$ cat src/rtl/hd_transmissor_programa_pkg.sv
// Shared definitions for the HD program loader: FSM encoding, interface codes
// and the block size that the instruction memory also uses for cursor advance.
package hd_transmissor_programa_pkg;

  localparam int TAM_BLOCO = 200;
  localparam int CONT_W    = $clog2(TAM_BLOCO + 1);

  localparam logic [1:0] SALVA_ATIVO = 2'b01;
  localparam logic [1:0] FIM_ATIVO   = 2'b01;
  localparam logic [1:0] INATIVO     = 2'b00;

  typedef enum logic [2:0] {
    OCIOSO,
    LER,
    TRANSFERIR,
    FIM,
    CONCLUIDO
  } estado_t;

endpackage

$ cat src/rtl/hd_transmissor_programa_gerador_endereco.sv
// Address generator for the HD loader: block base computation, read counter
// and the next address to issue.
module hd_gerador_endereco
  import hd_transmissor_programa_pkg::*;
#(
  parameter int LARGURA_END_HD = 16
) (
  input  logic                      clock,
  input  logic                      reset,
  input  logic                      carregar,
  input  logic                      avancar,
  input  logic [31:0]               numeroPrograma,
  input  logic [CONT_W-1:0]         tamanho,
  output logic [LARGURA_END_HD-1:0] base,
  output logic [LARGURA_END_HD-1:0] proximo,
  output logic                      ha_proximo,
  output logic [CONT_W-1:0]         total
);

  logic [LARGURA_END_HD-1:0] base_r;
  logic [CONT_W-1:0]         cont;

  // The product is reduced modulo 2^LARGURA_END_HD; addresses wrap silently.
  assign base = LARGURA_END_HD'(numeroPrograma * 32'(TAM_BLOCO));

  always_ff @(posedge clock) begin
    if (reset) begin
      base_r <= '0;
      cont   <= '0;
      total  <= '0;
    end else if (carregar) begin
      base_r <= base;
      total  <= tamanho;
      cont   <= CONT_W'(1);
    end else if (avancar) begin
      cont <= cont + CONT_W'(1);
    end
  end

  // cont counts addresses already issued, so it is also the next offset.
  assign proximo    = base_r + LARGURA_END_HD'(cont);
  assign ha_proximo = (cont < total);

endmodule

$ cat src/rtl/hd_transmissor_programa.sv
// HD-side loader: streams one program block into the instruction memory at one
// word per cycle, then signals end-of-read so the receiver moves to the next block.
module hd_transmissor_programa
  import hd_transmissor_programa_pkg::*;
#(
  parameter int LARGURA_END_HD = 16
) (
  input  logic                      clock,
  input  logic                      reset,
  input  logic                      iniciarLeitura,
  input  logic [31:0]               numeroPrograma,
  input  logic [31:0]               tamanhoPrograma,
  output logic [LARGURA_END_HD-1:0] hd_endereco,
  output logic                      hd_leitura,
  input  logic [31:0]               hd_dado,
  output logic [31:0]               entradaDeInstrucao,
  output logic [1:0]                controleSalvaInstrucao,
  output logic [1:0]                ControleFimDeLeitura,
  output logic                      leituraOcupada,
  output logic                      leituraConcluida,
  output logic                      erroTamanho
);

  estado_t estado, estado_n;

  logic [LARGURA_END_HD-1:0] end_n;
  logic                      leit_n;
  logic [31:0]               instr_n;
  logic [1:0]                salva_n, fim_n;
  logic                      ocup_n, concl_n, erro_n;
  logic [CONT_W-1:0]         palavras, palavras_n;

  logic                      carregar, avancar, ha_proximo;
  logic [LARGURA_END_HD-1:0] base, proximo;
  logic [CONT_W-1:0]         total;

  hd_gerador_endereco #(
    .LARGURA_END_HD(LARGURA_END_HD)
  ) u_gerador (
    .clock         (clock),
    .reset         (reset),
    .carregar      (carregar),
    .avancar       (avancar),
    .numeroPrograma(numeroPrograma),
    .tamanho       (CONT_W'(tamanhoPrograma)),
    .base          (base),
    .proximo       (proximo),
    .ha_proximo    (ha_proximo),
    .total         (total)
  );

  always_ff @(posedge clock) begin
    if (reset) begin
      estado                 <= OCIOSO;
      hd_endereco            <= '0;
      hd_leitura             <= 1'b0;
      entradaDeInstrucao     <= '0;
      controleSalvaInstrucao <= INATIVO;
      ControleFimDeLeitura   <= INATIVO;
      leituraOcupada         <= 1'b0;
      leituraConcluida       <= 1'b0;
      erroTamanho            <= 1'b0;
      palavras               <= '0;
    end else begin
      estado                 <= estado_n;
      hd_endereco            <= end_n;
      hd_leitura             <= leit_n;
      entradaDeInstrucao     <= instr_n;
      controleSalvaInstrucao <= salva_n;
      ControleFimDeLeitura   <= fim_n;
      leituraOcupada         <= ocup_n;
      leituraConcluida       <= concl_n;
      erroTamanho            <= erro_n;
      palavras               <= palavras_n;
    end
  end

  always_comb begin
    estado_n   = estado;
    end_n      = hd_endereco;
    leit_n     = hd_leitura;
    instr_n    = entradaDeInstrucao;
    salva_n    = INATIVO;
    fim_n      = INATIVO;
    ocup_n     = leituraOcupada;
    concl_n    = 1'b0;
    erro_n     = 1'b0;
    palavras_n = palavras;
    carregar   = 1'b0;
    avancar    = 1'b0;

    case (estado)
      OCIOSO: begin
        if (iniciarLeitura) begin
          if (tamanhoPrograma > 32'(TAM_BLOCO)) begin
            erro_n = 1'b1;
          end else if (tamanhoPrograma == 32'd0) begin
            carregar = 1'b1;
            ocup_n   = 1'b1;
            estado_n = FIM;
          end else begin
            carregar   = 1'b1;
            end_n      = base;
            leit_n     = 1'b1;
            ocup_n     = 1'b1;
            palavras_n = '0;
            estado_n   = LER;
          end
        end
      end
      LER: begin
        if (ha_proximo) begin
          end_n   = proximo;
          avancar = 1'b1;
        end else begin
          leit_n = 1'b0;
        end
        estado_n = TRANSFERIR;
      end
      TRANSFERIR: begin
        // Read issue runs one word ahead of the data being forwarded.
        instr_n    = hd_dado;
        salva_n    = SALVA_ATIVO;
        palavras_n = palavras + CONT_W'(1);
        if (ha_proximo) begin
          end_n   = proximo;
          avancar = 1'b1;
        end else begin
          leit_n = 1'b0;
        end
        if (palavras == total - CONT_W'(1)) begin
          estado_n = FIM;
        end
      end
      FIM: begin
        fim_n    = FIM_ATIVO;
        estado_n = CONCLUIDO;
      end
      CONCLUIDO: begin
        concl_n  = 1'b1;
        ocup_n   = 1'b0;
        estado_n = OCIOSO;
      end
      default: estado_n = OCIOSO;
    endcase
  end

endmodule

$ cat config.mk
export PLATFORM = sky130hd
export DESIGN_NAME = hd_transmissor_programa
export DESIGN_NICKNAME = d
export VERILOG_FILES = /design/src/rtl/hd_transmissor_programa_pkg.sv /design/src/rtl/hd_transmissor_programa_gerador_endereco.sv /design/src/rtl/hd_transmissor_programa.sv
export SDC_FILE = /design/constraint.sdc
export NUM_CORES = 1
export LEC_CHECK = 0
export BUFFER_PORTS_ARGS = -buffer_cell sky130_fd_sc_hd__buf_4
export CELL_PAD_IN_SITES_DETAIL_PLACEMENT = 0
export CELL_PAD_IN_SITES_GLOBAL_PLACEMENT = 2
export CORE_MARGIN = 2
export CORE_UTILIZATION = 30
export CTS_CLUSTER_SIZE = 16
export DETAILED_ROUTE_END_ITERATION = 12
export PLACE_DENSITY = 0.83
export SYNTH_ARGS = -nofsm -noshare
export SYNTH_HDL_FRONTEND = slang
export SYNTH_SLANG_ARGS = --single-unit
$ cat constraint.sdc
create_clock -name clock -period 3.8 [get_ports clock]
set_input_delay 0.38 -clock clock [delete_from_list [all_inputs] [get_ports clock]]
set_output_delay 0.38 -clock clock [all_outputs]
set_load 0.02 [all_outputs]
==> run summary <==
PD cells: 336 nW/um^2
# fillers: 1766
Area delta synth->final: 28.5%
Crit end category: flip-flop
TNS Setup: 0 ns
Crit Path Class: in2reg
Largest net degree at the start of global routing: 71
Worst path arrival time: 3.20 ns
Synth area leaders: dfxtp_1 (36%), ha_1 (9.9%), nand2_1 (7.8%)
Setup Viol. Count Final: 0
Synth cell types: 57
Hold slack: 0.242 ns
Synth Flop Type: dfxtp_1
Buffers on Ports: 133
ANT cells: 0
Seq/Total Area, Yosys: 36.3%
Layout net count: 881
Status: complete, no violations
Clock transition at the registers of the reported paths: 0.07 ns
Max incr delay on CP: 0.47 ns
RSZ-0062 raised after global routing: no
Synth Instances: 613
Vias in the first global route: 4472
Chip Width: 135 um
Crit-path cells: buf_4, ha_1, ha_1, fa_1, ha_1, a211oi_1, nor2_1, o41ai_1, xnor2_1, nor2_1, o41ai_1
Post-Syn Area: 5180 sq um
Flops & latches, synth: 94
First-pass GRT wire length: 22200 um
CP max-delay cell: fa_1
Tot Pwr: 2.24 mW
Routed vias: 4687
Total track usage: 15.2%
Peak Freq: 339 MHz
Gr ovfl total: 0
Peak supply drop: 212 uV
Leakage power: 2.86 nW
Root Driver: clkbuf_16
Placed cell areas: 6380 sq um
MaxCap Viol Count: 0
Slew margin rel.: 19.3%
Mapped Avg Cell Area: 8.46 sq um
First DRT Iteration DRCs: 134
Worst-margin pin slew: 1.21 ns
Gpl congestion: 0.827
EDFF count, synth: 0
Slew Viols, Final: 0
Critical Path RT: 4.05 ns
1st-pass router iterations: 4
Layout cells sized above 1: 23.2%
Hold_buf cts: 0
DRC errors left: 0
Area share of the largest cell type after synthesis: 36.3%
Yosys top cell by area: dfxtp_1
Clk sinks: 94
Tmin final: 2.95 ns
Via/cell ratio: 4.87
Setup Fix Bufs, Post-CTS: 0
Final hold violations: 0
DR WL/cell: 14.5 um
Design Area, Final: 6660 sq um
Die ar.: 18400 sq um
Fin crit share: 77.6%
Crit path max fanout: 5
Skew-Pair Late Insertion Delay: 0.35 ns
WL final: 14000 um
Ys Warns: 0
Num CTS Buffers: 9
Die height: 135 um
Htree depth: 3
CP Launch Type: input port
CTS Buffer Depth: 2
Initial Utilization: 30.3%
Most numerous cell on the critical path: ha_1
Area of the core: 17100 sq um
Clk_skew: 0.00826 ns
Async SR Flop Fraction: 0%
Initial antenna violation count: 0
Std-Cell Rows: 48
Post-cts sizing count: 0
Worst min path class: in2reg
HPWL Detailed: 10500 um
Io pins: 155
DRT antenna net count: 0
CTS tree: done
[critical path: cells and delay by family]
family                     cells  cell delay, ns
adders and majority gates      4            1.47
AOI/OAI and AO/OA              3            0.83
xor gates and xnor gates       1            0.21
and+or+nand+nor                2            0.18
buffers and inverters          1            0.14
[cell families after synthesis]
group | synth area share, %
muxes | 1.38
buffers and inverters | 4.42
adders and majority gates | 13.0
and+or+nand+nor | 20.4
DFF | 36.3
other | 0.0723
AOI/OAI and AO/OA | 17.7
xor gates and xnor gates | 6.76
[final cells by class]
type / instances / area, sq um / share of cell area (%)
Multi-Input combinational cell: 463 / 3080 / 46.3
Clock inverter: 4 / 30.0 / 0.451
Inverter: 27 / 101 / 1.52
Timing Repair Buffer: 138 / 1040 / 15.6
Tap cell: 225 / 282 / 4.23
Sequential cell: 94 / 1880 / 28.3
Clock buffer: 12 / 246 / 3.70
[placed cells by master (no fill, tap or decap), drive strengths merged, types with 5 or more instances in the layout]
| cell type | count |
|---|---|
| nor4 | 8 |
| nor3 | 11 |
| clkbuf | 12 |
| fa | 8 |
| xor2 | 22 |
| a21oi | 55 |
| ha | 41 |
| o31ai | 6 |
| mux2i | 6 |
| o21ai | 32 |
| nand2 | 108 |
| nand3 | 9 |
| a211oi | 7 |
| nand4 | 8 |
| inv | 28 |
| nand3b | 5 |
| nor2 | 44 |
| dfxtp | 94 |
| a22o | 12 |
| xnor2 | 18 |
| buf | 138 |
[Yosys cell counts (2+ instances only)]
cell type and instances:
or2_2 2, o21bai_1 3, nand2_1 108, o41ai_1 4
nand2b_1 3, mux2i_1 6, or3_1 2, or3_2 2
o2111ai_2 2, o21ai_0 31, a211oi_1 7, a22oi_1 4
ha_1 41, and2_1 3, nor2_1 44, dfxtp_1 94
nand3b_1 5, a21o_1 3, nor3b_1 4, o211ai_1 4
inv_1 27, a21oi_1 55, o22ai_1 3, nand4_1 7
xor2_1 22, or4_1 3, fa_1 8, nand3_1 9
o21a_1 2, nor4_2 3, clkbuf_1 23, and4_1 2
a211o_1 4, xnor2_1 18, nor4_1 4, a22o_1 12
buf_4 3, o31ai_1 6, buf_2 3, nor3_1 10
[where the power goes]
part | switching [mW] | internal, mW
sequential | 0.000187 | 0.985
combinational | 0.213 | 0.186
clock | 0.392 | 0.465
total | 0.605 | 1.64
[path summary, 6_finish.rpt]
check        cells past startpoint                 end          startpoint  slack, ns
max                             11     hd_endereco[15]   numeroPrograma[2]       0.85
min                              3  u_gerador.total[4]  tamanhoPrograma[4]       0.24
max reg2reg                      7      hd_endereco[6]           estado[1]       1.14
min reg2reg                      2      hd_endereco[5]      hd_endereco[5]       0.45
[registers in the layout, indices dropped and copies added, names as in the netlist]
signal	count
controleSalvaInstrucao	1
u_gerador.base_r	13
hd_endereco	16
erroTamanho	1
hd_leitura	1
u_gerador.total	8
estado	3
u_gerador.cont	8
entradaDeInstrucao	32
leituraOcupada	1
ControleFimDeLeitura	1
leituraConcluida	1
palavras	8
[through the flow]
step / util (%) / setup WS (ns) / instances
floorplan: - / 0.828 / 614
global placement: 37.3 / 0.531 / 947
detailed placement: 37.3 / 0.478 / 947
CTS: 38.9 / 0.841 / 963
global route: 38.9 / 0.661 / 963
finish: 38.9 / 0.851 / 963
[metal layers]
| layer | track usage [%] | vias up | wire length, um |
|---|---|---|---|
| met5 | 0 | - | 0 |
| li1 | - | 2382 | - |
| met2 | 24.3 | 142 | 6110 |
| met3 | 2.69 | 14 | 860 |
| met1 | 20.3 | 2149 | 6820 |
| met4 | 6.08 | 0 | 219 |
Power figures use the tool's default switching activity.
